[config.mk]
export PLATFORM = sky130hd
export DESIGN_NAME = sram_frame_writer
export DESIGN_NICKNAME = d
export VERILOG_FILES = /design/src/rtl/sram_frame_writer.sv
export SDC_FILE = /design/constraint.sdc
export NUM_CORES = 1
export LEC_CHECK = 0
export CORE_MARGIN = 4
export CORE_UTILIZATION = 54
export DETAILED_ROUTE_END_ITERATION = 6
export PLACE_DENSITY_LB_ADDON = 0.08
export SYNTH_ARGS = -nofsm -noshare
export SYNTH_HDL_FRONTEND = slang
export SYNTH_SLANG_ARGS = --single-unit
export TNS_END_PERCENT = 30
[constraint.sdc]
create_clock -name clk108 -period 5.19 [get_ports clk108]
set_input_delay 1.038 -clock clk108 [delete_from_list [all_inputs] [get_ports clk108]]
set_output_delay 1.038 -clock clk108 [all_outputs]
set_load 0.02 [all_outputs]
[src/rtl/sram_frame_writer.sv]
// Purpose: writes one frame of 16-bit pixel words (R high byte, B low byte) from a valid/ready stream into the async SRAM.
// Latency: one word per WE_CYCLES+2 clocks, plus TURN_CYCLES of bus turnaround on entry to and exit from write mode.
// Backpressure: pix_ready is high only in the ACCEPT state, so an unaccepted word must be held by the source.
module sram_frame_writer #(
    parameter int FRAME_WORDS = 1048576,
    parameter int ADDR_W      = 20,
    parameter int WE_CYCLES   = 2,
    parameter int TURN_CYCLES = 2
) (
    input  logic              clk108,
    input  logic              rst,
    input  logic              frame_start,
    input  logic              pix_valid,
    output logic              pix_ready,
    input  logic [15:0]       pix_data,
    input  logic              pix_sof,
    output logic [ADDR_W-1:0] sram_addr,
    output logic [15:0]       sram_dq_out,
    output logic              sram_dq_oe,
    output logic              sram_we_n,
    output logic              sram_oe_n,
    output logic              sram_ce_n,
    output logic              sram_ub_n,
    output logic              sram_lb_n,
    output logic              frame_we_n,
    output logic              busy,
    output logic              frame_done,
    output logic              sof_err
);

    localparam int CNT_W = 8;
    localparam logic [CNT_W-1:0]  WE_LAST   = CNT_W'(WE_CYCLES - 1);
    localparam logic [CNT_W-1:0]  TURN_LAST = CNT_W'(TURN_CYCLES - 1);
    localparam logic [ADDR_W-1:0] LAST_ADDR = ADDR_W'(FRAME_WORDS - 1);

    typedef enum logic [2:0] {
        S_IDLE,
        S_TURN_OFF,
        S_ACCEPT,
        S_STROBE,
        S_RECOVER,
        S_TURN_ON
    } state_t;

    state_t             state_q;
    logic [CNT_W-1:0]   cnt_q;
    logic [ADDR_W-1:0]  addr_q;
    logic [15:0]        dq_out_q;
    logic               dq_oe_q;
    logic               we_n_q;
    logic               oe_n_q;
    logic               pix_ready_q;
    logic               frame_we_n_q;
    logic               busy_q;
    logic               frame_done_q;
    logic               sof_err_q;

    logic               hs_fire_d;
    logic [ADDR_W-1:0]  addr_inc_d;

    // Handshake qualifier and the next sequential address.
    always_comb begin
        hs_fire_d  = pix_valid && pix_ready_q;
        addr_inc_d = addr_q + ADDR_W'(1);
    end

    // Write sequencer: bus turnaround, per-word WE strobe, address stepping and status pulses.
    always_ff @(posedge clk108 or negedge rst) begin
        if (!rst) begin
            state_q      <= S_IDLE;
            cnt_q        <= '0;
            addr_q       <= '0;
            dq_out_q     <= '0;
            dq_oe_q      <= 1'b0;
            we_n_q       <= 1'b1;
            oe_n_q       <= 1'b0;
            pix_ready_q  <= 1'b0;
            frame_we_n_q <= 1'b1;
            busy_q       <= 1'b0;
            frame_done_q <= 1'b0;
            sof_err_q    <= 1'b0;
        end else begin
            frame_done_q <= 1'b0;
            sof_err_q    <= 1'b0;
            case (state_q)
                S_IDLE: begin
                    if (frame_start) begin
                        state_q      <= S_TURN_OFF;
                        frame_we_n_q <= 1'b0;
                        busy_q       <= 1'b1;
                        addr_q       <= '0;
                        cnt_q        <= '0;
                    end
                end
                S_TURN_OFF: begin
                    // Reader side lets go of the pads before this block drives them.
                    oe_n_q <= 1'b1;
                    if (cnt_q == TURN_LAST) begin
                        cnt_q       <= '0;
                        pix_ready_q <= 1'b1;
                        state_q     <= S_ACCEPT;
                    end else begin
                        cnt_q <= cnt_q + CNT_W'(1);
                    end
                end
                S_ACCEPT: begin
                    if (hs_fire_d) begin
                        dq_out_q    <= pix_data;
                        dq_oe_q     <= 1'b1;
                        pix_ready_q <= 1'b0;
                        we_n_q      <= 1'b0;
                        cnt_q       <= '0;
                        state_q     <= S_STROBE;
                        // Start-of-frame marker forces a resync to address 0.
                        if (pix_sof) begin
                            addr_q <= '0;
                            if (addr_q != '0) begin
                                sof_err_q <= 1'b1;
                            end
                        end
                    end
                end
                S_STROBE: begin
                    if (cnt_q == WE_LAST) begin
                        we_n_q  <= 1'b1;
                        state_q <= S_RECOVER;
                    end else begin
                        cnt_q <= cnt_q + CNT_W'(1);
                    end
                end
                S_RECOVER: begin
                    // Address and data held one cycle past WE rising for hold time.
                    if (addr_q == LAST_ADDR) begin
                        cnt_q   <= '0;
                        state_q <= S_TURN_ON;
                    end else begin
                        addr_q      <= addr_inc_d;
                        pix_ready_q <= 1'b1;
                        state_q     <= S_ACCEPT;
                    end
                end
                S_TURN_ON: begin
                    dq_oe_q <= 1'b0;
                    if (cnt_q == TURN_LAST) begin
                        oe_n_q       <= 1'b0;
                        frame_we_n_q <= 1'b1;
                        frame_done_q <= 1'b1;
                        busy_q       <= 1'b0;
                        state_q      <= S_IDLE;
                    end else begin
                        cnt_q <= cnt_q + CNT_W'(1);
                    end
                end
                default: begin
                    state_q <= S_IDLE;
                end
            endcase
        end
    end

    assign pix_ready   = pix_ready_q;
    assign sram_addr   = addr_q;
    assign sram_dq_out = dq_out_q;
    assign sram_dq_oe  = dq_oe_q;
    assign sram_we_n   = we_n_q;
    assign sram_oe_n   = oe_n_q;
    assign sram_ce_n   = 1'b0;
    assign sram_ub_n   = 1'b0;
    assign sram_lb_n   = 1'b0;
    assign frame_we_n  = frame_we_n_q;
    assign busy        = busy_q;
    assign frame_done  = frame_done_q;
    assign sof_err     = sof_err_q;

endmodule

======== Word level (Yosys, flattened, before mapping) ========
Cells that the tools add are included.
W data, S select, Z words.
word-level totals
  register bits after elaboration ......... 55
operators by class
  add/sub/neg operators ................... 2
  equality and inequality tests ........... 16
  mux-type cells .......................... 37
  reductions and logical operators ........ 20
operator list
  kind                     count
  $mux W20                 4
  $pmux W20 S3             1
  $mux W8                  5
  $pmux W8 S5              1
  $add A20 B1 Y20 const B  1
  $eq A20 B20 Y1 const B   1
  $reduce_bool A20 Y1      1
  $mux W3                  6
  $ne A2 B2 Y1 const B     9
  $pmux W3 S6              1
  $reduce_and A5 Y1        3
  $mux W1                  13
  $pmux W1 S2              5
  $add A8 B1 Y8 const B    1
  $eq A8 B1 Y1 const B     1
  $reduce_bool A2 Y1       4
  $eq A3 B2 Y1 const B     2
  $eq A3 B3 Y1 const B     2
  $reduce_and A2 Y1        3
  $reduce_and A3 Y1        2
  $reduce_bool A3 Y1       2
  $reduce_bool A5 Y1       1
  $reduce_and A4 Y1        1
  $eq A3 B1 Y1 const B     1
  other kinds (4)          4

======== Depth between registers and ports, before layout ========
  word-level depth ........................ 5
  depth in mapped cells ................... 8

======== Least setup slack after synthesis ========
OpenSTA, ideal clock, no wires.
  path kind ............................... input to register
  from .................................... in pix_sof
  to ...................................... reg addr_q[12], in the netlist sram_addr[12]
  data arrival time ....................... 2.191 ns
  data required time ...................... 5.056 ns
  setup slack ............................. 2.864 ns
  cell stages on the path ................. 6
  buffers on the path ..................... 1
  path through ............................ or3b_2 > o21a_1 > o211a_4 > buf_6 > o21ai_2 > o31ai_2
between the ends
  word-level cells in the longest chain between the ends .. 2
ends and longest elaborated chain
  what                         line  text
  start: declaration           16    input logic pix_sof,
  $ne A2 B2 Y1 (no line)       --
  $reduce_and A5 Y1 (no line)  --
  end signal: assignment       137   addr_q <= addr_inc_d;
  end: declaration             47    logic [ADDR_W-1:0] addr_q;
No other way between the ends.
A chain may end at the register's enable or synchronous reset.

======== Final worst setup path ========
  from .................................... in pix_valid
  to ...................................... reg dq_out_q[3], in the netlist sram_dq_out[3]
between the ends
  word-level cells in the longest chain between the ends .. 2
ends and longest elaborated chain
  what                         line  text
  start: declaration           13    input logic pix_valid,
  $logic_and A1 B1 Y1          63    hs_fire_d = pix_valid && pix_ready_q;
  $reduce_and A2 Y1 (no line)  --
  end signal: assignment       108   dq_out_q <= pix_data;
  end: declaration             48    logic [15:0] dq_out_q;
No other way between the ends.

==> metrics.md <==
| Metric | Value |
|---|---|
| Vias in the first global route | `2,265` |
| Async set-reset flop share out of synthesis | `100%` |
| Worst Skew | `0.00648 ns` |
| Worst Tran Pin Value | `0.693 ns` |
| Clock Path Buffers | `2` |
| Pin count of the biggest net entering global routing | `56` |
| Post-cts resize count | `0` |
| Final instance area | `3660 µm²` |
| Clk root buf | `clkbuf_8` |
| Grt ovf | `0` |
| Hold_buf cts | `0` |
| CORE AREA | `5140 µm²` |
| Detailed-route DRC error count | `0` |
| Number of synthesized flops with an enable pin | `0` |
| Count of state elements after synthesis | `55` |
| Worst R2R Path Depth | `6` |
| Critical path type | `in2reg` |
| ANT nets after route | `0` |
| Synth Flop Type | `dfrtp_1` |
| Compound-gate portion of the synthesized area | `17.6%` |
| Die Span X | `81.0 µm` |
| Vias per inst | `5.85` |
| Worst-path clk slew | `0.09 ns` |
| Synth Area in XOR/XNOR | `0.913%` |
| Multi-input gate area | `1380 µm²` |
| Total power | `1.77 mW` |
| Post-Syn Area | `2880 µm²` |
| Hpwl dp | `4670 µm` |
| Share of cells above drive strength 1 | `12.3%` |
| WP data arrival | `2.92 ns` |
| Max_cap viols | `0` |
| Crit-path max FO | `10` |
| Fin nets | `373` |
| Vias | `2,453` |
| Die area | `6560 µm²` |
| Num CTS Buffers | `5` |
| Register area share after synthesis | `47.9%` |
| Worst Hold Class | `reg2reg` |
| Rows | `26` |
| Htree depth | `2` |
| Status | `completed` |
| WL final | `6630 µm` |
| Delay of the slowest critical-path stage | `0.54 ns` |
| Dpl cells | `411` |
| # fillers | `429` |
| Top post-synthesis cells by area | `dfrtp_1, mux2_2, o21ai_0` |
| Gr usage total | `21.6%` |
| Most frequent cells in the layout | `clkdlybuf4s50_1, dfrtp_1, nand2_1, o21ai_0, a21oi_1` |
| Area growth, synth to finish | `27.0%` |
| PD cells | `484 nW/µm²` |
| Adder-cell share of the synthesized area | `1.74%` |
| Post-CTS Setup Bufs | `0` |
| Clk Latency, worst-skew pair | `0.30 ns` |
| Leak Pwr | `1.55 nW` |
| DR WL/cell | `15.8 µm` |
| CP cell instances | `clkdlybuf4s50_1 > nand3_1 > nor3_2 > buf_4 > mux2_2` |
| Final std cells w/o fill | `419` |
| RSZ-0062 raised after global routing | `false` |
| Most common cell after layout, fill and taps aside | `clkdlybuf4s50_1` |
| First-pass DRT Iterations | `5` |
| Starting density of the core | `56.0%` |
| Fmax | `0.368 GHz` |
| WHS Path Cells | `2` |
| GP Congestion | `0.836` |
| Gate Count Post-Synth | `290` |
| Post-Place Cell Area | `3520 µm²` |
| Mean Syn Cell Area | `9.93 µm²` |
| Worst endpoint required time | `5.39 ns` |
| Setup ws final | `2.47 ns` |
| Final slew viol count | `0` |
| Sinks on Clock Net | `55` |
| Place WS | `2.12 ns` |
| # IOs | `68` |
| CP max stage cell | `nor3_2` |
| CTS tree | `built` |
| Crit end category | `register` |
| Simple-Gate Fraction of Synth Area | `19.9%` |
| Iter 0 DRT Violations | `160` |
| Crit path launch type | `primary input` |
| Inserted Diodes | `0` |
| IO Port Bufs | `64` |
| Slew margin rel. | `53.8%` |
| Post-synthesis cell type count | `56` |
| Global-route wire length before repair | `11,100 µm` |
| Hold Vio Cnt, Final | `0` |
| Final min period | `2.72 ns` |
| Post-synth top area cell | `dfrtp_1` |
| Antenna violations before repair | `0` |
| Synth top area share | `46.1%` |
| Setup TNS | `0 ns` |
| YS warnings | `0` |
| Crit share post-route | `52.4%` |
| Die height | `81.0 µm` |
| Post-synthesis mux area share | `7.30%` |
| Final setup viols | `0` |
| Seq. cell area | `1380 µm²` |
| Main combinational cell family by area after synthesis | `simple AND/OR/NAND/NOR gates` |
| Worst vdd ir | `0.329 mV` |
-- final timing paths --
check	start	to	slack [ns]
max in group asynchronous	rst	frame_done$_DFF_PN0_	3.87
worst max register to register	sram_addr[0]$_DFFE_PN0P_	cnt_q[1]$_DFFE_PN0P_	2.87
worst min register to register	sram_we_n$_DFFE_PN1P_	sram_we_n$_DFFE_PN1P_	0.51
min in group asynchronous	rst	sram_dq_out[14]$_DFFE_PN0P_	0.86
worst max-delay path	pix_valid	sram_dq_out[3]$_DFFE_PN0P_	2.47
worst min-delay path	sram_we_n$_DFFE_PN1P_	sram_we_n$_DFFE_PN1P_	0.51
-- cell usage after synthesis (all sizes together) (3+ instances only) --
| master | instances |
|---|---|
| a21oi | 24 |
| a31oi | 10 |
| a41oi | 3 |
| and3 | 6 |
| buf | 12 |
| clkbuf | 5 |
| dfrtp | 53 |
| ha | 4 |
| inv | 8 |
| mux2 | 16 |
| mux2i | 3 |
| nand2 | 24 |
| nand2b | 3 |
| nand3 | 16 |
| nand4 | 8 |
| nor2 | 16 |
| nor3 | 6 |
| nor4 | 6 |
| o21ai | 31 |
| o41ai | 3 |
| or3 | 6 |
-- per-stage QoR --
stage | hold WS, ns | utilization (%)
floorplan | 0.454 | -
finish | 0.506 | 71.2
global placement | 0.476 | 68.6
detailed placement | 0.495 | 68.6
CTS | 0.510 | 71.2
global route | 0.530 | 71.2
-- cells by family (layout without fill, tap and decap cells) --
logic type	count (synthesis)	in the layout
fa+ha+maj	4	4
buf+inv	25	82
other cells	1	3
xor+xnor	3	3
mux	19	19
compound gates	82	82
flops	55	55
simple gates	101	101
-- flip-flops by register name, summed over array words and instances, names as in the netlist --
register and cells:
sram_addr 20, sram_dq_out 16, cnt_q 8, state_q 3
busy 1, frame_done 1, frame_we_n 1, pix_ready 1
sof_err 1, sram_dq_oe 1, sram_oe_n 1, sram_we_n 1
-- cell type report --
cell class              count  area share, %
inverters                   8          0.821
clock inverters             2           1.64
flip-flops and latches     55           37.7
clock buffers               6           1.98
multi-input cells         212           37.7
repair buffers             66           17.8
well taps                  70           2.39
-- report_power, final --
group	total [mW]	internal (mW)	leakage [nW]	switching, mW
sequential	0.769	0.568	0.697	0.202
clock	0.331	0.193	0.0654	0.138
combinational	0.668	0.336	0.783	0.332
-- metal layers --
| layer | GRT usage, % | wire (µm) |
|---|---|---|
| met2 | 33.3 | 3100 |
| met1 | 30.7 | 3020 |
| met3 | 5.21 | 436 |
| met5 | 0 | 0 |
| met4 | 5.24 | 76 |
-- critical path: cells and delay by family --
family | cells | cell delay (ns)
buffers and inverters | 2 | 0.81
and+or+nand+nor | 2 | 0.72
muxes | 1 | 0.35
No activity file was read; power rests on OpenSTA's default activity.
